File: src/rtl/des_sbox_seq_if.sv
// Handshake/bus bundle between the DES round datapath and the S-box sequencer.
// Latency: none (wires only).
// Backpressure: in_valid/in_ready on the input word and out_valid/out_ready on the result.
//
// Signals:
//   in_valid/in_ready/in_data    48-bit expanded, key-mixed word (bit 1 = MSB)
//   sbox_sel/sbox_in/sbox_out    shared 6-to-4 S-box bank lookup port
//   out_valid/out_ready/out_data 32-bit substitution result (bit 1 = MSB)
//   busy                         sequencer is not idle
interface des_sbox_seq_if;
  logic        in_valid;
  logic        in_ready;
  logic [1:48] in_data;
  logic [2:0]  sbox_sel;
  logic [1:6]  sbox_in;
  logic [1:4]  sbox_out;
  logic        out_valid;
  logic        out_ready;
  logic [1:32] out_data;
  logic        busy;

  // Environment side: upstream producer, downstream consumer and S-box bank.
  modport master (
    output in_valid, in_data, sbox_out, out_ready,
    input  in_ready, sbox_sel, sbox_in, out_valid, out_data, busy
  );

  // Sequencer side.
  modport slave (
    input  in_valid, in_data, sbox_out, out_ready,
    output in_ready, sbox_sel, sbox_in, out_valid, out_data, busy
  );
endinterface

File: src/rtl/des_sbox_seq.sv
// Time-shares one external 6-to-4 S-box bank across all eight DES S-boxes for one 48-bit word.
// Latency: result valid 9 cycles after accept (LOOKUP_LAT=0) or 10 cycles (LOOKUP_LAT=1).
// Backpressure: one word in flight; in_ready stays low until the result is taken by out_ready.
//
// Ports:
//   clk, rst  rising-edge clock, asynchronous active-high reset
//   bus       des_sbox_seq_if.slave: input word handshake, bank lookup port, result handshake, busy
//   abort     (only when DES_SBOX_SEQ_ABORT_EN is defined) drops the current transaction
//
// Parameter LOOKUP_LAT: 0 = combinational bank, 1 = registered bank. Other values do not elaborate.
// Optional feature macro: DES_SBOX_SEQ_ABORT_EN.
module des_sbox_seq #(
  parameter int LOOKUP_LAT = 0
) (
  input  logic          clk,
  input  logic          rst,
`ifdef DES_SBOX_SEQ_ABORT_EN
  input  logic          abort,
`endif
  des_sbox_seq_if.slave bus
);

  typedef enum logic [1:0] {
    S_IDLE  = 2'd0,
    S_ISSUE = 2'd1,
    S_DRAIN = 2'd2,
    S_DONE  = 2'd3
  } state_t;

  state_t      state_q, state_d;
  logic [1:48] hold_q;    // word captured on accept; ISSUE reads only this copy
  logic [2:0]  cnt_q;     // issue counter, doubles as the S-box select
  logic [1:32] out_q;     // result assembly register
  logic        rdy_en_q;  // keeps in_ready low until the first edge after reset

  logic        in_ready;
  logic        out_valid;
  logic        busy;
  logic        accept;
  logic        abort_act;
  logic        cap_en;    // write sbox_out into nibble cap_idx this cycle
  logic [2:0]  cap_idx;

  // Only a combinational or a single-register bank is supported.
  if (LOOKUP_LAT != 0 && LOOKUP_LAT != 1) begin : g_bad_lat
    $error("des_sbox_seq: LOOKUP_LAT must be 0 or 1");
  end

  assign accept = bus.in_valid && in_ready;

`ifdef DES_SBOX_SEQ_ABORT_EN
  // Abort is meaningless with nothing in flight.
  assign abort_act = abort && (state_q != S_IDLE);
`else
  assign abort_act = 1'b0;
`endif

  // ---------------------------------------------------------------------------
  // Next state and handshake outputs
  // ---------------------------------------------------------------------------
  always_comb begin
    state_d   = state_q;
    in_ready  = 1'b0;
    out_valid = 1'b0;
    busy      = 1'b1;

    case (state_q)
      S_IDLE: begin
        in_ready = rdy_en_q;
        busy     = 1'b0;
        if (accept) begin
          state_d = S_ISSUE;
        end
      end
      S_ISSUE: begin
        if (cnt_q == 3'd7) begin
          // A registered bank still owes the S8 result one cycle later.
          state_d = (LOOKUP_LAT == 1) ? S_DRAIN : S_DONE;
        end
      end
      S_DRAIN: begin
        state_d = S_DONE;
      end
      S_DONE: begin
        out_valid = 1'b1;
        if (bus.out_ready) begin
          state_d = S_IDLE;
        end
      end
      default: begin
        state_d = S_IDLE;
      end
    endcase

    // Abort wins over everything, including a simultaneous out_ready in DONE.
    if (abort_act) begin
      state_d = S_IDLE;
    end
  end

  // ---------------------------------------------------------------------------
  // Result capture alignment
  // ---------------------------------------------------------------------------
  if (LOOKUP_LAT == 1) begin : g_lat1
    logic       iss_vld_q;
    logic [2:0] iss_idx_q;

    // The bank answers one cycle after the address, so remember which nibble
    // was asked for and whether the cycle was a real issue.
    always_ff @(posedge clk or posedge rst) begin
      if (rst) begin
        iss_vld_q <= 1'b0;
        iss_idx_q <= 3'd0;
      end else begin
        iss_vld_q <= (state_q == S_ISSUE) && !abort_act;
        iss_idx_q <= cnt_q;
      end
    end

    assign cap_en  = iss_vld_q;
    assign cap_idx = iss_idx_q;
  end else begin : g_lat0
    // Combinational bank: the answer belongs to the chunk issued this cycle.
    assign cap_en  = (state_q == S_ISSUE);
    assign cap_idx = cnt_q;
  end

  // ---------------------------------------------------------------------------
  // State, holding register, counter and result
  // ---------------------------------------------------------------------------
  always_ff @(posedge clk or posedge rst) begin
    if (rst) begin
      state_q  <= S_IDLE;
      hold_q   <= '0;
      cnt_q    <= 3'd0;
      out_q    <= '0;
      rdy_en_q <= 1'b0;
    end else begin
      state_q  <= state_d;
      rdy_en_q <= 1'b1;

      if (abort_act) begin
        // Partial nibbles must never be seen as a result.
        out_q <= '0;
      end else if (accept) begin
        hold_q <= bus.in_data;
        cnt_q  <= 3'd0;
        out_q  <= '0;
      end else begin
        // Counter parks on 7 so sbox_sel keeps its last value after ISSUE.
        if (state_q == S_ISSUE && cnt_q != 3'd7) begin
          cnt_q <= cnt_q + 3'd1;
        end
        if (cap_en) begin
          out_q[4 * int'(cap_idx) + 1 +: 4] <= bus.sbox_out;
        end
      end
    end
  end

  // sbox_sel/sbox_in come straight from registered state, so they hold the
  // last issued chunk outside ISSUE and read 0 after reset.
  assign bus.sbox_sel  = cnt_q;
  assign bus.sbox_in   = hold_q[6 * int'(cnt_q) + 1 +: 6];
  assign bus.in_ready  = in_ready;
  assign bus.out_valid = out_valid;
  assign bus.out_data  = out_q;
  assign bus.busy      = busy;

endmodule

File: src/flat_wrapper.sv
// flat-port wrapper written by rule: the top's interface ports become plain ports
module des_sbox_seq_flat 
#(
  parameter int LOOKUP_LAT = 0
)
  (clk, rst, bus_in_valid, bus_in_data, bus_sbox_out, bus_out_ready, bus_in_ready, bus_sbox_sel, bus_sbox_in, bus_out_valid, bus_out_data, bus_busy);
  des_sbox_seq_if bus_i ();
  input  logic clk;
  input  logic rst;
  input wire logic [$bits(bus_i.in_valid)-1:0] bus_in_valid;
  input wire logic [$bits(bus_i.in_data)-1:0] bus_in_data;
  input wire logic [$bits(bus_i.sbox_out)-1:0] bus_sbox_out;
  input wire logic [$bits(bus_i.out_ready)-1:0] bus_out_ready;
  output wire logic [$bits(bus_i.in_ready)-1:0] bus_in_ready;
  output wire logic [$bits(bus_i.sbox_sel)-1:0] bus_sbox_sel;
  output wire logic [$bits(bus_i.sbox_in)-1:0] bus_sbox_in;
  output wire logic [$bits(bus_i.out_valid)-1:0] bus_out_valid;
  output wire logic [$bits(bus_i.out_data)-1:0] bus_out_data;
  output wire logic [$bits(bus_i.busy)-1:0] bus_busy;
  assign bus_i.in_valid = bus_in_valid;
  assign bus_i.in_data = bus_in_data;
  assign bus_i.sbox_out = bus_sbox_out;
  assign bus_i.out_ready = bus_out_ready;
  assign bus_in_ready = bus_i.in_ready;
  assign bus_sbox_sel = bus_i.sbox_sel;
  assign bus_sbox_in = bus_i.sbox_in;
  assign bus_out_valid = bus_i.out_valid;
  assign bus_out_data = bus_i.out_data;
  assign bus_busy = bus_i.busy;
  des_sbox_seq #(.LOOKUP_LAT(LOOKUP_LAT)) u_core (.clk(clk), .rst(rst), .bus(bus_i));
endmodule
File: config.mk
export PLATFORM = sky130hd
export DESIGN_NAME = des_sbox_seq_flat
export DESIGN_NICKNAME = d
export VERILOG_FILES = /design/src/rtl/des_sbox_seq_if.sv /design/src/rtl/des_sbox_seq.sv /design/src/flat_wrapper.sv
export SDC_FILE = /design/constraint.sdc
export NUM_CORES = 1
export LEC_CHECK = 0
export ABC_AREA = 1
export BUFFER_PORTS_ARGS = -buffer_cell sky130_fd_sc_hd__clkbuf_2
export CAP_MARGIN = 15
export CORE_ASPECT_RATIO = 2
export CORE_UTILIZATION = 40
export CTS_CLUSTER_SIZE = 10
export DETAILED_ROUTE_END_ITERATION = 7
export HOLD_SLACK_MARGIN = 0.06
export SYNTH_ARGS = -nofsm -noshare
export SYNTH_HDL_FRONTEND = slang
export SYNTH_SLANG_ARGS = --single-unit
File: constraint.sdc
create_clock -name clk -period 2.85 [get_ports clk]
set_input_delay 0.57 -clock clk [delete_from_list [all_inputs] [get_ports clk]]
set_output_delay 0.57 -clock clk [all_outputs]
set_load 0.005 [all_outputs]
==> out/metrics.cfg <==
[outcome]
status=finished with violations
failed_checks=setup timing

[yosys]
synthDistinctLibCells=28
synth.cell_area_um2=5010
synthFlopType=dfrtp_1
ys_top_cells_by_area=dfrtp_1 43%, nand2_1 15%, nand3_1 13%, o21ai_0 6.8%, inv_1 4.8%
yosys_warnings=0
syn_avg_cell_area_um2=7.39
ys_seq_area_share_pct=42.9
synth_area_leader_cell=dfrtp_1
netlist_instances=678
ys_async_sr_fraction_pct=100
synth_fp_nets=746
synth_top_area_share_pct=42.9
synth_edf_count=0
ys_ff_latch=86

[clock_tree]
cts_sinks=86
h-tree-depth=3
ctsHoldBuffers=0
root_buffer=clkbuf_16
cts_tree=yes
cts_made_buffers=9
path_clk_slew_ns=0.07
cts_buffer_depth=2
worst_skew_pair.late_latency_ns=0.34

[sta]
post-route-min-period_ns=2.91
worst_slack_ns=-0.0604
hold_viol=0
rsz0062_at_grt=yes
finClkSkew_ns=0.00800
relSlewSlack_pct=58.3
min_period_over_period_pct=102
tightest_slew_ns=0.625
drv_slew=0
setup_violations=6
timing.fmax_ghz=0.344

[finish]
drive_gt1_share_pct=22.2
final_cell_mix=202 x nand2_1, 126 x nand3_1, 99 x clkbuf_2
fillers=1260
antenna_cells=0
layout-area-overhead-vs-synth_pct=20.3
final_cells=927
final_common_cell=nand2_1
nNetsFinal=843

[placement]
gp_congestion=0.906
place_inst=903
dp_hpwl_um=10600
portBuffers=99
place_ws_ns=0.180

[floorplan]
start_util_pct=41.1
die_area_um2=13000
die_y_um=160
num_rows=57
io_pins=100
fp.dieW_um=81.1
core-area_um2=12200

[drt]
antenna_left=0
wl_um=14200
drtIter0Drc=244
drc=0
avgViaCountPerCell=5.25
dr.pass1.iters=4
routedWlPerCell_um=15.3
vias=4866

[critical_path]
cp_max_fo=7
end_kind=output pin
crit_required_ns=2.28
critPathKind=reg -> out
critPathLaunchType=register
crit_arrival_ns=2.34

[grt]
first_global_vias=4869
grt_max_degree=71
grt_pass1_wl_um=22700
antenna_found_initial=0
grt_overflow=0
grt_usage_pct=23.1

[worst_hold_path]
hold_path.class=in -> async

[pwr]
total_power_uw=8350
p_leak_uw=0.00302
powerDensity_nw_per_um2=1390
ir_drop_uv=926

[run]
cap_violations=0

==> registers in the layout (all words and copies together) (netlist names) <==
name,count
u_core.hold_q,48
u_core.rdy_en_q,1
u_core.bus.sbox_sel,3
u_core.state_q,2
u_core.bus.out_data,32
==> worst paths after layout <==
kind | depth (start not counted) | slack [ns] | startpoint | to
max in group asynchronous | 3 | 1.81 | rst | u_core.hold_q[23]
min in group clk | 3 | 0.42 | bus_in_data[12] | u_core.hold_q[36]
setup / recovery | 9 | -0.06 | u_core.bus.sbox_sel[1] | bus_sbox_in[3]
setup reg to reg | 8 | 0.82 | u_core.state_q[1] | u_core.hold_q[19]
hold reg to reg | 2 | 0.49 | u_core.bus.out_data[15] | u_core.bus.out_data[15]
hold / removal | 2 | 0.26 | rst | u_core.bus.out_data[5]
==> repair_timing <==
item | 4_1_cts | 5_1_grt
gates resized for setup | 16 | 11
pin swaps | 14 | 10
setup endpoints to repair | 6 | 6
cloned | 2 | 0
setup buffers | 6 | 0
==> layer usage <==
metal,global-route usage [%],routed length (um),vias to the layer above
met2,41.9,7680,164
met1,22.8,4990,2247
met5,0,0,-
met3,3.41,591,45
li1,-,-,2410
met4,16.4,926,0
==> worst max-delay path, stage by stage (launching register included) <==
cell      delay [ns]
dfrtp_1         0.41
ha_4            0.16
inv_2           0.04
fa_2            0.60
buf_6           0.15
o21ai_0         0.11
o21ai_1         0.19
o211ai_1        0.10
nand2_1         0.11
clkbuf_2        0.12
==> cell families after synthesis <==
logic type	synth area share, %
AOI/OAI and AO/OA	11.1
buffers and inverters	10.3
and+or+nand+nor	31.9
xor gates and xnor gates	0.549
DFF	42.9
adders and majority gates	3.15
other	0.0748
==> per-stage QoR <==
step           util (%)  hold WS (ns)  instance area (um^2)  setup TNS (ns)
2_1_floorplan         -         0.449                  5010               0
3_3_place_gp       45.8         0.475                  5580               0
3_5_place_dp       45.8         0.471                  5580               0
4_1_cts            49.2         0.274                  5990        -0.00564
5_1_grt            49.4         0.304                  6030          -0.641
6_report           49.4         0.258                  6030          -0.146
==> report_power, final <==
group / total [uW] / switching [uW] / internal [uW]
clock network: 1130 / 513 / 619
logic: 5150 / 3100 / 2050
registers: 2070 / 355 / 1710
==> final cells by class <==
cell class	instances	area, um^2	area share (%)
Clock buffer	10	239	3.96
Sequential cell	86	2150	35.7
Inverter	71	275	4.57
Tap cell	147	184	3.05
Timing Repair Buffer	125	736	12.2
Multi-Input combinational cell	482	2400	39.8
Clock inverter	6	43.8	0.726
==> synthesized netlist by cell type (2+ instances only) <==
master / n
nand2_1: 202
nand3_1: 131
dfrtp_1: 86
o21ai_0: 68
inv_1: 64
o21ai_1: 23
buf_2: 15
ha_1: 11
clkbuf_1: 9
nor3_1: 9
buf_4: 7
buf_6: 7
nor2_1: 7
a21oi_1: 6
nor3_2: 6
o211ai_1: 6
inv_2: 5
nand4_1: 5
o21ai_2: 2
Note: power is estimated with default switching activity, not from simulation.
